### src/rtl/uart_cmd_pkg.sv
// uart_cmd_pkg: opcode and response byte values plus FSM state encoding
// shared by the UART command responder and its timer.
package uart_cmd_pkg;
    localparam logic [7:0] OP_WR     = 8'h57;
    localparam logic [7:0] OP_RD     = 8'h52;
    localparam logic [7:0] RSP_WR_OK = 8'h4B;
    localparam logic [7:0] RSP_RD_OK = 8'h44;
    localparam logic [7:0] RSP_ERR   = 8'h45;

    typedef enum logic [2:0] {
        S_IDLE,
        S_POP,
        S_LATCH,
        S_EXEC,
        S_RESP0,
        S_RESP1
    } state_t;

    function automatic logic is_opcode(input logic [7:0] b);
        return b == OP_WR || b == OP_RD;
    endfunction
endpackage

### src/rtl/uart_cmd_timer.sv
// uart_cmd_timer: inter-byte timeout counter; expired is high on the
// CYCLES-th consecutive enabled cycle since the last clear.
module uart_cmd_timer #(
    parameter int CYCLES = 100000
) (
    input  logic clk,
    input  logic rst_n,
    input  logic clear,
    input  logic enable,
    output logic expired
);
    localparam int W = $clog2(CYCLES + 1);

    logic [W-1:0] count;

    always_ff @(posedge clk or negedge rst_n) begin
        if (!rst_n)
            count <= '0;
        else if (clear)
            count <= '0;
        else if (enable)
            count <= count + W'(1);
    end

    assign expired = enable && count == W'(CYCLES - 1);
endmodule

### src/rtl/uart_cmd_responder.sv
// uart_cmd_responder: parses W/R command frames from an RX FIFO, accesses a
// register port and pushes K / D+data / E responses into a TX FIFO.
module uart_cmd_responder
    import uart_cmd_pkg::*;
#(
    parameter int TIMEOUT_CYCLES = 100000,
    parameter int NUM_REGS       = 16
) (
    input  logic       clk,
    input  logic       rst_n,
    input  logic       rx_fifo_empty,
    output logic       rx_fifo_rd_en,
    input  logic [7:0] rx_fifo_data,
    input  logic       tx_fifo_full,
    output logic       tx_fifo_wr_en,
    output logic [7:0] tx_fifo_data,
    input  logic       line_err,
    output logic       reg_wr_en,
    output logic [7:0] reg_addr,
    output logic [7:0] reg_wdata,
    input  logic [7:0] reg_rdata,
    output logic       busy,
    output logic       timeout_err,
    output logic [7:0] err_count
);
    localparam logic [8:0] NREGS = 9'(NUM_REGS);

    state_t     state, state_n;
    logic [1:0] byte_idx, idx_n;
    logic [7:0] opcode, op_n, addr_n, wdata_n, resp, resp_n, rdata, rdata_n;
    logic       run, pop_st, resp_st, expired, abort, addr_ok, err_inc;

    assign pop_st  = state == S_IDLE || state == S_POP;
    assign resp_st = state == S_RESP0 || state == S_RESP1;
    assign addr_ok = {1'b0, reg_addr} < NREGS;
    assign abort   = (line_err && !resp_st) || expired;

    // run keeps the FIFO untouched until the first edge after reset release
    assign rx_fifo_rd_en = run && pop_st && !rx_fifo_empty && !abort;
    assign tx_fifo_wr_en = resp_st && !tx_fifo_full;
    assign tx_fifo_data  = state == S_RESP1 ? rdata : state == S_RESP0 ? resp : 8'h00;
    assign reg_wr_en     = state == S_EXEC && opcode == OP_WR && addr_ok;
    assign busy          = byte_idx != 2'd0 || !pop_st;
    assign timeout_err   = expired;

    uart_cmd_timer #(.CYCLES(TIMEOUT_CYCLES)) u_timer (
        .clk    (clk),
        .rst_n  (rst_n),
        .clear  (rx_fifo_rd_en || state == S_IDLE),
        .enable (state == S_POP && byte_idx != 2'd0 && rx_fifo_empty),
        .expired(expired)
    );

    always_comb begin
        state_n = state;
        idx_n   = byte_idx;
        op_n    = opcode;
        addr_n  = reg_addr;
        wdata_n = reg_wdata;
        resp_n  = resp;
        rdata_n = rdata;
        err_inc = 1'b0;
        if (abort) begin
            state_n = S_IDLE;
            err_inc = 1'b1;
        end else begin
            case (state)
                S_IDLE, S_POP: state_n = rx_fifo_rd_en ? S_LATCH : state;
                S_LATCH: begin
                    idx_n   = byte_idx + 2'd1;
                    op_n    = byte_idx == 2'd0 ? rx_fifo_data : opcode;
                    addr_n  = byte_idx == 2'd1 ? rx_fifo_data : reg_addr;
                    wdata_n = byte_idx == 2'd2 ? rx_fifo_data : reg_wdata;
                    if (byte_idx == 2'd0 && !is_opcode(rx_fifo_data)) begin
                        state_n = S_RESP0;
                        resp_n  = RSP_ERR;
                        err_inc = 1'b1;
                    end else begin
                        state_n = (byte_idx == 2'd2 || (byte_idx == 2'd1 && opcode == OP_RD)) ? S_EXEC : S_POP;
                    end
                end
                S_EXEC: begin
                    resp_n  = !addr_ok ? RSP_ERR : opcode == OP_WR ? RSP_WR_OK : RSP_RD_OK;
                    rdata_n = reg_rdata;
                    err_inc = !addr_ok;
                    state_n = S_RESP0;
                end
                S_RESP0: state_n = tx_fifo_full ? S_RESP0 : resp == RSP_RD_OK ? S_RESP1 : S_IDLE;
                S_RESP1: state_n = tx_fifo_full ? S_RESP1 : S_IDLE;
                default: state_n = S_IDLE;
            endcase
        end
        if (state_n == S_IDLE)
            idx_n = 2'd0;
    end

    always_ff @(posedge clk or negedge rst_n) begin
        if (!rst_n) begin
            state     <= S_IDLE;
            byte_idx  <= 2'd0;
            opcode    <= 8'h00;
            reg_addr  <= 8'h00;
            reg_wdata <= 8'h00;
            resp      <= 8'h00;
            rdata     <= 8'h00;
            err_count <= 8'h00;
            run       <= 1'b0;
        end else begin
            state     <= state_n;
            byte_idx  <= idx_n;
            opcode    <= op_n;
            reg_addr  <= addr_n;
            reg_wdata <= wdata_n;
            resp      <= resp_n;
            rdata     <= rdata_n;
            err_count <= (err_inc && err_count != 8'hFF) ? err_count + 8'd1 : err_count;
            run       <= 1'b1;
        end
    end
endmodule

### config.mk
export PLATFORM = sky130hd
export DESIGN_NAME = uart_cmd_responder
export DESIGN_NICKNAME = d
export VERILOG_FILES = /design/src/rtl/uart_cmd_pkg.sv /design/src/rtl/uart_cmd_timer.sv /design/src/rtl/uart_cmd_responder.sv
export SDC_FILE = /design/constraint.sdc
export NUM_CORES = 1
export LEC_CHECK = 0
export ABC_AREA = 1
export BUFFER_PORTS_ARGS = -buffer_cell sky130_fd_sc_hd__buf_2
export CAP_MARGIN = 15
export CORE_ASPECT_RATIO = 2
export CORE_MARGIN = 3
export CORE_UTILIZATION = 55
export CTS_CLUSTER_DIAMETER = 80
export DETAILED_ROUTE_END_ITERATION = 10
export HOLD_SLACK_MARGIN = 0.15
export PLACE_DENSITY = 0.83
export SYNTH_ARGS = -nofsm -noshare
export SYNTH_HDL_FRONTEND = slang
export SYNTH_SLANG_ARGS = --single-unit
### constraint.sdc
create_clock -name clk -period 4.8 [get_ports clk]
set_input_delay 0.24 -clock clk [delete_from_list [all_inputs] [get_ports clk]]
set_output_delay 0.24 -clock clk [all_outputs]
set_load 0.05 [all_outputs]
# --- Word-level counts from Yosys, hierarchy flattened ---
# Cells that the tools add are included.
op_classes:
  add_sub_neg: 3
  order_cmp: 1
  eq_ne: 16
  mux: 22
  n_bitwise: 1
  n_reduce_logical: 41
op_table:
  columns: ["op", "count"]
  rows:
  - ["8-bit by 7-bit == test with 1-bit output (second input constant)", 5]
  - ["17-bit two-way mux", 2]
  - ["8-bit two-way mux", 3]
  - ["3-bit two-way mux", 6]
  - ["17-bit by 1-bit adder with 17-bit output (second input constant)", 1]
  - ["17-bit == test (second input constant)", 1]
  - ["8-bit one-hot mux with 2 select lines", 1]
  - ["3-bit one-hot mux with 5 select lines", 1]
  - ["1-bit logical AND", 13]
  - ["3-bit AND reduction", 4]
  - ["8-bit by 1-bit adder with 8-bit output (second input constant)", 1]
  - ["8-bit by 5-bit < comparator with 1-bit output (second input constant)", 1]
  - ["2-bit two-way mux", 4]
  - ["4-bit two-way mux", 2]
  - ["8-bit inequality test (second input constant)", 1]
  - ["2-bit nonzero test", 4]
  - ["1-bit zero test", 7]
  - ["1-bit logical OR", 7]
  - ["3-bit by 2-bit == test with 1-bit output (second input constant)", 2]
  - ["3-bit == test (second input constant)", 2]
  - ["3-bit zero test", 2]
  - ["2-bit AND reduction", 2]
  - ["3-bit by 1-bit == test with 1-bit output (second input constant)", 1]
  - ["2-bit by 1-bit adder with 2-bit output (second input constant)", 1]
  - ["9 further kinds", 10]
word_totals:
  register_bits: 71
  input_bits: 21
  output_inout_bits: 37
  elab_cells: 94

# --- Logic depth before layout (Yosys ltp) ---
# Gate-level depths: netlist of run 1.
logic_depth:
  depth_word: 13
  mapped_depth: 13
  ltp_nobuf: 13

# --- Cells and area by module ---
# From an unflattened synthesis of run 1, not the netlist that was laid out.
hier_totals:
  cells_unflattened: 423
  area_unflattened_um2: 3375.7
by_module_without_submodules:
  columns: ["module", "n_inst", "cells_per_inst", "area_per_inst_um2", "seq_area_each_um2"]
  rows:
  - ["uart_cmd_responder", 1, 288, 2424.8, 1251.2]
  - ["uart_cmd_timer", 1, 135, 950.9, 425.4]

# --- Least setup slack after synthesis of run 1 ---
# OpenSTA, ideal clock, no wires.
synth_timing:
  path_type: "flip-flop to flip-flop"
  startpoint: "register err_count[1]"
  endpoint: "register err_count[3]"
  setup_time_ps: 118
  arrival_ps: 1685
  t_required_ps: 4682
  slack_ps: 2997
  stages_incl_launch_ff: 9
  n_path_buf: 0
  period_less_slack_ps: 1803
  cell_sequence: "dfrtp_1 > ha_1 > nand3_1 > inv_1 > nand4_1 > nand2_8 > clkinv_8 > nand2_2 > nand2_1"
synth_between:
  elab_chain_len: 2
  word_cells_on_any_way: 3
  classes_between: "1 x add/sub; 1 x eq/ne; 1 x reduce/logical"
synth_lines:
  columns: ["item", "line", "source"]
  rows:
  - ["from (decl)", "uart_cmd_responder.sv:24", "output logic [7:0] err_count"]
  - ["from (signal assigned)", "uart_cmd_responder.sv:116", "err_count <= (err_inc && err_count != 8'hFF) ? err_count + 8'd1 : err_count;"]
  - ["parallel branches: the longest is 2 deep, another holds 8-bit by 1-bit adder with 8-bit output", null, null]
# Parallel ways; which one is timed is not known.
# A chain may end at the register's enable or synchronous reset.

# --- Final worst setup path of run 1 ---
layout_timing:
  startpoint: "register byte_idx[0]"
  endpoint: "output port rx_fifo_rd_en"
layout_between:
  elab_chain_len: 7
layout_lines:
  columns: ["item", "line", "source"]
  rows:
  - ["from (decl)", "uart_cmd_responder.sv:29", "logic [1:0] byte_idx, idx_n;"]
  - ["from (signal assigned)", "uart_cmd_responder.sv:110", "byte_idx <= idx_n;"]
  - ["2-bit nonzero test", "uart_cmd_responder.sv:50", ".enable (state == S_POP && byte_idx != 2'd0 && rx_fifo_empty),"]
  - ["1-bit logical AND (2 in series)", "uart_cmd_responder.sv:50", null]
  - ["1-bit logical AND", "uart_cmd_timer.sv:25", "assign expired = enable && count == W'(CYCLES - 1);"]
  - ["1-bit logical OR", "uart_cmd_responder.sv:36", "assign abort = (line_err && !resp_st) || expired;"]
  - ["1-bit zero test", "uart_cmd_responder.sv:39", "assign rx_fifo_rd_en = run && pop_st && !rx_fifo_empty && !abort;"]
  - ["1-bit logical AND", "uart_cmd_responder.sv:39", null]
  - ["to (decl)", "uart_cmd_responder.sv:12", "output logic rx_fifo_rd_en,"]
# Every way passes these cells.

==> impl_summary.md, run 1 <==
Status
The flow ran to the end, and the final reports show no timing, DRC or antenna violations.

Clock tree
Post-CTS repair changed the size of 0 cells. In this run, CTS created clock tree buffers numbering 9. The clock sink count is 67.

The clock slew at the register clock pins of the worst setup and hold paths is 0.05 ns. In this run the number of H-tree levels came out at 3. The cell chosen for the clock root is sky130_fd_sc_hd__clkbuf_16.

TritonCTS built the clock tree. No sink is reached through more buffers than the 2 on the longest clock path. The clock latency reported for the late side of the worst-skew pair is 0.33 ns.

Cells and area
The repair_antennas step left the layout with diodes totalling 0. The area growth from synthesis to layout is 17.3%. The number of nets in the finished design is 511. The fraction of layout instances using a drive strength above 1 is 26.4%. The finished layout cell area is 0.00433 mm2. The fill cell total of the finished layout is 537.

Yosys
The number of flip-flops and latches in the synthesized netlist is 67. The synthesized netlist contains 38 unique library cells. Sorting the synthesized cells by area gives the leading types as sky130_fd_sc_hd__dfrtp_1 45%, sky130_fd_sc_hd__nand2_1 8.7%, sky130_fd_sc_hd__inv_1 5.7%. The largest total area in the synthesized netlist belongs to sky130_fd_sc_hd__dfrtp_1. Summing every instance area after synthesis gives 0.00369 mm2. The sequential area share after synthesis is 45.4%. After technology mapping, the gate count stands at 420. The total number of yosys warnings is 0. The top cell type's share of synthesized area is 45.4%. The number of nets handed over by synthesis was 446. A synthesized cell averages 8.79 um2.

Global routing
The largest net degree at the start of global routing is 68. The number of global-route vias before repair was 3093. After global routing the overflow that remains totals 0.

The total global-route track usage is 22.6%. The global-route wire length before repair is 13800 um. The initial antenna violation count is 0.

Timing
The minimum setup slack in the final design is 2.49 ns. The final number of max-transition violations is 0. In the finished design, the share of the clock period the worst path needs comes to 48.2%.

The worst slew margin relative to its limit is 42.9%. Setup repair after global routing left no endpoint under its margin. Static timing analysis puts the maximum clock frequency at 0.433 GHz. The maximum clock skew at final layout is 0.00585 ns.

The post-route setup TNS is 0 ns. The hold violation count in the final report is 0. Setup violations remaining at the end of the flow were counted as 0.

The actual transition at the worst max-transition pin is 0.857 ns. The worst hold margin is 0.161 ns. The final period demand of the worst path is 2.31 ns.

Worst hold path
The class of the tightest hold or removal check is input pin to flip-flop.

Placed design
The worst setup slack before clock tree synthesis is 2.71 ns. Routability-driven placement finished with a final weighted congestion of 0.934. The cell area after placement is 0.00401 mm2. The half-perimeter wire length after placement is 5750 um. The number of I/O port buffers is 57.

Routing
The number of nets with antenna violations after detailed routing is 0. The total via count in the routed design is 3016. After detailed routing, the number of vias per cell comes to 5.25. After detailed routing, the average wire length per cell comes to 13.8 um. For this run, design rule violations remaining after detail routing come to 0. The overall routed net length is 7950 um.

In this run, the number of DRC markers left after iteration 0 of detailed routing was 178. The pre-antenna-repair detailed-routing pass consisted of 5 iterations.

Floorplan
The floorplan has 41 rows. The initial utilization of the core area, before any placement, comes to 57.5%. The placeable core area is 0.00641 mm2. The height of the die is 122 um. The die width is 63.9 um. The die covers 0.00779 mm2.

The number of I/O pins is 58.

Pwr
The clock network burns 36.9% of the power. The internal power of the cells totals 1.18 mW. The power per cell area is 409 mW/mm2. The portion of total power attributed to combinational logic is 23.2%. The fraction of power spent switching nets is 33.1%. The design draws 1.77 mW. For this design the static power due to leakage is 2.26 nW.

The switching power total is 585 uW. The worst-case IR drop observed on VDD is 0.000379 V. Registers are responsible for 39.9% of the overall power.

Setup path
The worst setup path is captured at an output port. The data required time of the worst path is 4.56 ns. The setup slack on the worst flop-to-flop path is 2.73 ns. Along the worst path, the maximum fanout reaches 14. The arrival time reported for the critical path endpoint is 2.07 ns.

The critical path is of the flip-flop to output port type. The kind of launch point of the worst setup path is a flip-flop.

Job
Max-cap violations in this run came to 0.
## sequential cells by signal (all words and copies together) (netlist names)
register,cells
run,1
resp,4
byte_idx,2
err_count,8
u_timer.count,17
opcode,8
state,3
rdata,8
reg_wdata,8
reg_addr,8
## cells by family (layout without fill, tap and decap cells)
family                   after synthesis  in the layout  synth area share, %
other                                  1              1                0.102
AO/OA/AOI/OAI                         60             60                 10.5
buffers and inverters                 65            134                 8.82
XOR/XNOR                              18             18                 4.48
AND/OR/NAND/NOR                      204            204                 29.0
flip-flops                            67             67                 45.4
adder cells (fa/ha/maj)                5              5                 1.70
## cell usage after synthesis, drive strengths merged
library cell,instances
dfrtp,67
nand4,9
nor2,55
a21oi,19
o31ai,1
o21a,1
nor3b,1
nand3,21
ha,5
xor2,10
conb,1
clkinv,1
nor3,12
o22ai,5
a31o,1
xnor2,8
and2,1
nand2,103
buf,6
nor4,2
o21ai,33
inv,58
## layout by cell type, fill, tap and decap left out, drive strengths merged, types with 5 or more instances in the layout
cell,count
xor2,10
nand2,103
o22ai,5
a21oi,19
nor2,55
clkbuf,13
nand3,21
buf,58
nor3,12
dfrtp,67
ha,5
nand4,9
inv,58
o21ai,33
xnor2,8
## routing by layer
layer  share of wire [%]  global-route usage [%]  vias up
met1                  38                    24.5     1445
li1                    -                       -     1467
met5                   0                       0        -
met4                 3.7                    12.4        0
met3                 3.9                    5.07       26
met2                  54                    39.8       78
## area by class of cell
class / instances / area (um2) / share of cell area, %
sequential: 67 / 1680 / 38.8
inverter: 59 / 246 / 5.70
timing repair buffer: 60 / 313 / 7.23
tap: 86 / 108 / 2.49
clock inverter: 2 / 35.0 / 0.810
clock buffer: 13 / 260 / 6.02
multi-input combinational: 288 / 1690 / 39.0
## through the flow
stage	instances	utilization [%]
after global routing	575	67.5
after CTS	575	67.5
after floorplan	420	-
after detailed placement	558	62.6
after global placement	558	62.6
final	575	67.5
## what timing repair did
item | CTS | global route
endpoints found under the setup margin | 0 | 0
endpoints found under the hold margin | 35 | 0
buffers inserted | 0 | 0
hold buffers | 2 | 0
## critical path: stages (launching register included)
cell and delay (ns):
sky130_fd_sc_hd__dfrtp_1 0.38, sky130_fd_sc_hd__inv_1 0.08, sky130_fd_sc_hd__ha_1 0.25, sky130_fd_sc_hd__nor2_1 0.19, sky130_fd_sc_hd__nand3_4 0.21, sky130_fd_sc_hd__nor2_4 0.17, sky130_fd_sc_hd__nand2_4 0.09, sky130_fd_sc_hd__nand3_2 0.13
sky130_fd_sc_hd__inv_1 0.05, sky130_fd_sc_hd__buf_2 0.20
## power groups by stage
| stage | Sequential, mW | Clock, mW | Combinational, mW |
|---|---|---|---|
| 6_report | 0.706 | 0.653 | 0.411 |
| 5_1_grt | 0.718 | 0.694 | 0.451 |
| 4_1_cts | 0.706 | 0.661 | 0.416 |
| 3_5_place_dp | 0.715 | 0 | 0.410 |
| 3_3_place_gp | 0.710 | 0 | 0.400 |
| 2_1_floorplan | 0.817 | 0 | 0.203 |
## path summary, 6_finish.rpt
check / from / end / cells past startpoint
worst max-delay path: byte_idx[0] / rx_fifo_rd_en / 9
worst min-delay path: reg_rdata[2] / rdata[2] / 3
worst max register to register: byte_idx[0] / u_timer.count[14] / 11
worst min register to register: reg_addr[2] / reg_addr[2] / 2
max in group asynchronous: rst_n / byte_idx[0] / 3
min in group asynchronous: rst_n / u_timer.count[13] / 3
(Power assumes the default switching activity.)
==> inputs of run 2 (changes only) <==
ABC_AREA = 0   (was 1)
CORE_UTILIZATION = 50   (was 55)
PLACE_DENSITY = 0.8   (was 0.83)
clock period = 2.1 ns   (was 4.8 ns; I/O delays follow)
==> run 2 against run 1 <==
Compared with the run above: the flow now finishes with violations (setup timing); global-route usage grew 0.57 points; combinational power up 130%; clock skew up 0.0039 ns.
==> impl_summary.md, run 2 <==
Cells and area
The commonest non-fill, non-tap cell in the layout is sky130_fd_sc_hd__dfrtp_1. The finished layout cell area came to 0.00459 mm2 (+6.1%). The number of nets in the finished design came to 434 (-15%). The fraction of layout instances using a drive strength above 1 is 41.3% (+15 points). The library cells used most frequently in the layout, excluding fill and tap cells, are 66 x sky130_fd_sc_hd__dfrtp_1, 55 x sky130_fd_sc_hd__buf_2, 35 x sky130_fd_sc_hd__nor2_1, 29 x sky130_fd_sc_hd__buf_4, 24 x sky130_fd_sc_hd__mux2_4. The utilization after layout is 72.2% (+4.7 points). Compared with the post-synthesis result, the final layout area differs by 38.0%.

The final antenna diode count was 0 (unchanged). The multi-input combinational cell area is 0.00178 mm2 (+5.6%). The fill cell total of the finished layout is 466 (-13%). The sequential cell area in the final layout is 0.00168 mm2 (about the same). Counting flops per register, the top entry is u_timer.count. The number of flip-flops in the largest register is 17 (unchanged).

Yosys
The total number of yosys warnings came to 0 (unchanged). The mapped cell area is 0.00333 mm2 (-9.8%). sky130_fd_sc_hd__dfrtp_1 is the most common cell in the netlist. The number of enable-type register cells in the synthesized netlist is 0 (unchanged).

The share of flip-flops with an asynchronous set or reset after synthesis was 100% (unchanged). The top cell type's share of synthesized area is 50.4% (+5.0 points). The sequential area share after synthesis came to 50.4% (+5.0 points).

The number of library cell types mapped by synthesis came to 44 (+16%). The biggest area consumer among synthesized cells is sky130_fd_sc_hd__dfrtp_1. The net count after synthesis is 324 (-27%). After synthesis, the cell types taking the most area are sky130_fd_sc_hd__dfrtp_1 50%, sky130_fd_sc_hd__mux2_2 14%, sky130_fd_sc_hd__nor2_1 4.1%. The number of cells produced by synthesis is 298 (-29%). The number of flip-flops and latches in the synthesized netlist is 67 (unchanged). The most common flop cell mapped by yosys is sky130_fd_sc_hd__dfrtp_1.

The commonest cells after synthesis are 67 x sky130_fd_sc_hd__dfrtp_1, 41 x sky130_fd_sc_hd__mux2_2, 36 x sky130_fd_sc_hd__nor2_1. The average cell area after synthesis is 11.2 um2 (+27%).

Timing
The final setup violation count came to 17 (+17). The maximum clock skew at final layout is 0.00974 ns (+0.00389 ns). The hold violation count in the final report is 0 (unchanged). The worst slew margin relative to its limit is 56.0% (+13 points). The final period demand of the worst path is 2.15 ns.

The actual transition at the worst max-transition pin was 0.657 ns (-0.200 ns). Setup repair after global routing could not meet its margin everywhere. The upper clock frequency limit is 0.466 GHz.

Dividing the final minimum period by the clock period gives 102%. The minimum setup slack in the final design is -0.0481 ns (-2.54 ns). The final number of max-transition violations came to 0 (unchanged).

Setup path
The setup slack on the worst flop-to-flop path is -0.04 ns (-2.77 ns). The number of cell instances on the worst register-to-register path was 7 (-4). The worst setup path is captured at an output port. The largest stage delay on the critical path is 0.45 ns (+0.07 ns). The destination of the critical timing path is rx_fifo_rd_en. The arrival time reported for the critical path endpoint is 2.04 ns (-0.03 ns).

The kind of launch point of the worst setup path is a flip-flop. In this run the critical register-to-register path is captured at reg_wdata[4]. The cell type of the slowest stage on the worst timing path is sky130_fd_sc_hd__or4_4. The critical path is of the flip-flop to output port type. The startpoint of the most critical setup path is u_timer.count[11].

The critical path goes through nand4b_1 -> or4_4 -> buf_6 -> o31ai_4 -> buf_6 -> nor2_1 -> buf_6. The largest fanout on the critical path came to 3 (-11). The data required time of the worst path is 2.00 ns (-2.56 ns).

In this run the critical register-to-register path is launched from byte_idx[1]. The cell with the most instances on the worst path is sky130_fd_sc_hd__buf_6.

Status
The run finished, with violations left. The final reports fail on setup timing.

Pwr
The portion of total power attributed to combinational logic is 24.2% (+1.0 points). The switching power total is 1.22 mW (+110%). The cell-internal power is 2.65 mW (+120%). The largest voltage drop on the vdd net was 0.000707 V (+86%).

The fraction of power spent switching nets is 31.6% (-1.5 points). The portion of total power attributed to the clock network came to 34.4% (-2.5 points). The overall power consumption is 3.87 mW (+120%).

The power share of the sequential group is 41.4% (+1.5 points). The power per cell area came to 842 mW/mm2 (+110%). The leakage power total came to 2.15 nW (-4.8%).

Placed design
The half-perimeter wire length after placement came to 5690 um (-0.93%). The cell area after placement came to 0.00394 mm2 (-1.9%). The final weighted congestion in routability-driven placement is 0.846 (-9.4%).

The number of I/O port buffers came to 57 (unchanged). The worst setup slack before clock tree synthesis was -0.0323 ns (-2.75 ns).

Clock tree
The buffer depth of the longest clock path came to 2 (unchanged). The clock slew at the register clock pins of the worst setup and hold paths is 0.06 ns (about the same). The clock latency reported for the late side of the worst-skew pair was 0.33 ns (about the same). The clock sink count is 67 (unchanged). The tree is rooted in a sky130_fd_sc_hd__clkbuf_16.

The H-tree depth reported by CTS is 3 (unchanged). TritonCTS built the clock tree. The number of clock buffers inserted by TritonCTS is 9 (unchanged).

Job
The max-cap check violation count is 0 (unchanged).

Routing
The number of search-and-repair iterations in the first detailed-routing pass is 4 (-1). The average wire length per cell after detail routing is 17.1 um (+24%). The total via count in the routed design was 2788 (-7.6%). The number of nets with antenna violations after detailed routing is 0 (unchanged). The detailed router's first-iteration violation count came to 155 (-13%). The post-route DRC violation count was 0 (unchanged).

The overall routed net length was 8540 um (+7.4%). The routed via count divided by cell count is 5.60 (+6.7%).

Global routing
The initial antenna violation count was 0 (unchanged). The global-route wire length before repair is 13600 um (-0.85%). The largest net degree at the start of global routing is 68 (unchanged). The number of global-route vias before repair is 2909 (-5.9%).

The total global-route track usage was 23.2% (+0.57 points). The total congestion overflow after global routing came to 0 (unchanged).

Floorplan
The die footprint is 0.00773 mm2 (-0.75%). The starting utilization of the core area is 52.3% (-5.2 points). The die width came to 63.7 um (-0.37%).

The number of placement rows is 41 (unchanged). The height of the die is 121 um (-0.39%). The placeable core area is 0.00636 mm2 (-0.80%). The number of I/O pins is 58 (unchanged).

Worst hold path
The class of the tightest hold or removal check is input pin to flip-flop.
run 2: changes by cell type in the layout (fill, tap and decap cells not counted), moves of 16 or more:
cell                      change
sky130_fd_sc_hd__mux2_2      +17
sky130_fd_sc_hd__inv_1       -51
sky130_fd_sc_hd__o21ai_2     -16
sky130_fd_sc_hd__mux2_4      +24
sky130_fd_sc_hd__nand2_1     -67
sky130_fd_sc_hd__buf_4       +28
run 2: logic make-up (layout without fill, tap and decap cells):
logic type               after synthesis  in the layout  share of synthesized area, %
AO/OA/AOI/OAI                         23             23                          4.89
multiplexers                          46             46                          15.4
adder cells (fa/ha/maj)                5              5                          1.88
flip-flops                            67             67                          50.4
buffers and inverters                 15            129                          1.81
other                                  1              1                         0.113
XOR/XNOR                              19             19                          5.00
AND/OR/NAND/NOR                      122            122                          20.5
run 2: metrics by stage:
step | TNS [ns] | hold slack [ns] | std cells
3_3_place_gp | 0 | 0.151 | 459
6_report | -0.596 | 0.293 | 498
3_5_place_dp | -0.544 | 0.151 | 459
4_1_cts | -0.178 | 0.292 | 494
5_1_grt | -3.26 | 0.345 | 498
2_1_floorplan | 0 | -0.191 | 298
run 2: how the worst min path moves through the flow:
stage	start	endpoint	depth (start not counted)
detailed placement	rst_n	u_timer.count[2]	2
floorplan	rst_n	byte_idx[0]	0
global placement	rst_n	u_timer.count[3]	2
finish	tx_fifo_full	state[2]	5
global route	tx_fifo_full	state[2]	5
CTS	tx_fifo_full	state[2]	5
run 2: cell type report:
class	instances	share of cell area (%)
multi-input combinational	216	38.8
sequential	67	36.5
timing repair buffer	107	16.0
clock buffer	12	5.37
tap	86	2.34
inverter	7	0.572
clock inverter	3	0.327
run 2: routing by layer:
layer	up-vias	wire length [um]	share of wire, %	GRT usage (%)
li1	1271	-	-	-
met2	83	4690	55	41.7
met4	0	384	4.5	13.3
met5	-	0	0	0
met3	34	344	4.0	4.26
met1	1400	3120	37	24.7
run 2: power by group through the flow:
stage	Combinational, mW	Sequential [mW]	Clock [mW]
floorplan	0.358	1.83	0
global placement	0.827	1.60	0
detailed placement	0.848	1.61	0
CTS	0.886	1.59	1.35
global route	1.00	1.63	1.40
finish	0.936	1.60	1.33
run 2: critical path: cells and delay by family (launching register included):
kind	cells	cell delay, ns
AOI/OAI and AO/OA	1	0.24
buffers and inverters	3	0.45
and+or+nand+nor	3	0.65
DFF	1	0.37
run 2: repair_timing:
action,CTS,global route
endpoints found under the setup margin,38,59
gates resized for setup,13,33
hold endpoints to repair,99,0
hold buffers,17,0
setup buffers,3,3
cloned,0,1
pin swaps,1,3
==> inputs of run 3 (changes only) <==
BUFFER_PORTS_ARGS = default   (was -buffer_cell sky130_fd_sc_hd__buf_2)
CORE_UTILIZATION = 55   (was 50)
DONT_BUFFER_PORTS = 1   (was default)
GPL_TIMING_DRIVEN = 0   (was default)
PLACE_DENSITY = 0.78   (was 0.8)
SKIP_CTS_REPAIR_TIMING = 1   (was default)
==> run 3 against run 2 <==
Compared with the run above: the run still ends with setup timing left; utilization rose by 2.6 points; fmax down 2.1%; global-route usage down 1.6 points; die area decreased by 8.5%; worst setup slack lost 0.047 ns; hold slack worse by 0.13 ns; largest cell class unchanged; largest power group unchanged.
==> impl_summary.md, run 3 (synthesis results as in run 2) <==
Status
The flow ran to the end, but the final reports show violations. The final reports fail on setup timing.

Setup path
The number of cell instances on the worst register-to-register path was 7 (unchanged). For this design, the slowest cell found on the critical path is sky130_fd_sc_hd__o31a_1. Walking the worst path, the cells encountered are inv_2 -> ha_4 -> nor4b_4 -> nand3_4 -> o31a_1 -> nand3_4 -> mux2_2. The critical path buffer and inverter count is 1 (-2). The most critical setup path has its endpoint at opcode[7].

The worst setup path is captured at a flip-flop. The cell with the most instances on the worst path is sky130_fd_sc_hd__nand3_4. The data required time of the worst path came to 2.31 ns (+0.31 ns). The setup slack on the worst flop-to-flop path is -0.1 ns (-0.06 ns). The largest fanout on the critical path was 8 (+5).

On the critical path the largest part of the delay comes from simple AND/OR/NAND/NOR gates. Tracing the worst setup path back leads to its startpoint at byte_idx[0]. The beginning of the worst register-to-register path is byte_idx[0]. The number of stages on the worst setup path is 7 (unchanged).

The arrival time reported for the critical path endpoint is 2.41 ns (+0.37 ns). The kind of launch point of the worst setup path is a flip-flop. The largest stage delay on the critical path is 0.42 ns (-0.03 ns). The worst register-to-register path ends at opcode[7].

The startpoint-to-endpoint class of the critical path is flip-flop to flip-flop.

Cells and area
The finished layout cell area is 0.00434 mm2 (-5.4%). The commonest non-fill, non-tap cell in the layout is sky130_fd_sc_hd__dfrtp_1. The utilization after layout came to 74.8% (+2.6 points). The fraction of layout instances using a drive strength above 1 is 34.9% (-6.4 points). Leaving out fill and tap cells, the most frequent cells in the layout are 65 x sky130_fd_sc_hd__dfrtp_1, 32 x sky130_fd_sc_hd__mux2_2, 28 x sky130_fd_sc_hd__nor2_1, 18 x sky130_fd_sc_hd__nand2_1. The final cell count without fillers was 411 (-17%). The fill cell total of the finished layout came to 364 (-22%). The final antenna diode count came to 0 (unchanged).

The area growth from synthesis to layout is 30.5%. The number of flip-flops in the largest register is 17 (unchanged). The register containing the most flip-flops in the final layout is u_timer.count.

The number of nets in the finished design is 372 (-14%).

Timing
The hold violation count in the final report was 0 (unchanged). The final setup violation count is 31 (+14). The worst slew margin relative to its limit came to 38.5% (-18 points). The minimum setup slack in the final design is -0.0953 ns (-0.0472 ns). Setup repair after global routing could not meet its margin everywhere.

The maximum clock skew at final layout is 0.00695 ns (-0.00279 ns). The worst hold margin is 0.159 ns (-0.134 ns). The final period demand of the worst path is 2.20 ns (+0.0472 ns).

The upper clock frequency limit is 0.456 GHz (-2.1%). The actual transition at the worst max-transition pin is 0.920 ns (+0.262 ns). The final number of max-transition violations is 0 (unchanged). The period utilization is 105% (+2.2 points).

Global routing
The largest net degree at the start of global routing is 68 (unchanged). The total congestion overflow after global routing was 0 (unchanged). The initial antenna violation count was 0 (unchanged).

The total global-route track usage is 21.5% (-1.6 points). The number of global-route vias before repair is 2445 (-16%). The global-route wire length before repair is 11400 um (-17%).

Floorplan
The height of the die is 116 um (-4.4%). The placeable core area is 0.00581 mm2 (-8.7%). The number of placement rows is 39 (-4.9%).

The die footprint is 0.00707 mm2 (-8.5%). The die width is 61.0 um (-4.2%). The number of I/O pins is 58 (unchanged). The starting utilization of the core area is 57.3% (+5.0 points).

Pwr
The largest voltage drop on the vdd net came to 0.000997 V (+41%). The power per cell area is 929 mW/mm2 (+10%). The leakage power total is 1.83 nW (-15%).

Routing
The overall routed net length was 8010 um (-6.2%). The total via count in the routed design is 2513 (-9.9%). The average wire length per cell after detail routing is 19.5 um (+14%).

The number of search-and-repair iterations in the first detailed-routing pass is 4 (unchanged). The detailed router's first-iteration violation count is 112 (-28%). The routed via count divided by cell count is 6.11 (+9.2%). The post-route DRC violation count is 0 (unchanged). The number of nets with antenna violations after detailed routing is 0 (unchanged).

Placed design
The cell count after placement is 359 (-22%). The final weighted congestion in routability-driven placement is 0.810 (-4.3%). The cell area after placement came to 0.00345 mm2 (-12%). The number of I/O port buffers was 0 (-100%).

The worst setup slack before clock tree synthesis is -0.303 ns (-0.270 ns). The half-perimeter wire length after placement was 4770 um (-16%).

Worst hold path
The worst hold path begins at tx_fifo_full. The min-delay analysis places its worst path in the category input pin to flip-flop.

Clock tree
The clock latency reported for the late side of the worst-skew pair is 0.33 ns (about the same). The number of clock buffers inserted by TritonCTS was 9 (unchanged). The clock slew at the register clock pins of the worst setup and hold paths was 0.05 ns (about the same). The clock sink count is 67 (unchanged). The clock tree from TritonCTS is built. The cell chosen for the clock root is sky130_fd_sc_hd__clkbuf_16. The buffer depth of the longest clock path is 2 (unchanged). The H-tree depth reported by CTS is 3 (unchanged).

Job
The max-cap check violation count is 0 (unchanged).
[run 3: how the worst min path moves through the flow]
| stage | slack, ns | cells after the start | endpoint |
|---|---|---|---|
| after floorplan | -0.19 | 0 | byte_idx[0] |
| after global placement | -0.19 | 0 | u_timer.count[14] |
| after detailed placement | -0.19 | 0 | u_timer.count[14] |
| after CTS | -0.54 | 0 | u_timer.count[16] |
| after global routing | 0.23 | 4 | state[2] |
| final | 0.16 | 4 | state[2] |
[run 3: metrics by stage]
step / total power [mW] / TNS [ns]
floorplan: 2.19 / 0
global placement: 2.27 / -11.08
detailed placement: 2.29 / -12.97
CTS: 3.87 / -16.14
global route: 4.18 / -4.43
finish: 4.03 / -1.78
[run 3: layout make-up]
class	instances	area, um2	area share (%)
repair buffers	37	352	8.10
plain buffers	8	46.3	1.07
clock inverters	5	78.8	1.82
clock buffers	10	229	5.27
well taps	61	76.3	1.76
inverters	7	26.3	0.605
flip-flops and latches	67	1680	38.7
multi-input cells	216	1860	42.7
[run 3: per-layer routing]
metal	vias up	GRT usage (%)	part of all wire (%)
met4	0	11.7	3.6
met3	29	5.13	4.1
met1	1252	23.5	36
met5	-	0	0
met2	80	37.0	56
li1	1152	-	-
[run 3: worst min-delay path, cell delays in order]
cell	delay (ns)
sky130_fd_sc_hd__a31oi_1	0.12
sky130_fd_sc_hd__nor2_1	0.08
sky130_fd_sc_hd__inv_1	0.06
sky130_fd_sc_hd__a31oi_1	0.08
[run 3: power by group]
part           switching (mW)  internal, mW  leakage [nW]
combinational           0.276         0.328         0.811
clock                   0.531          1.03         0.152
sequential              0.425          1.44         0.867
total                    1.23          2.80          1.83
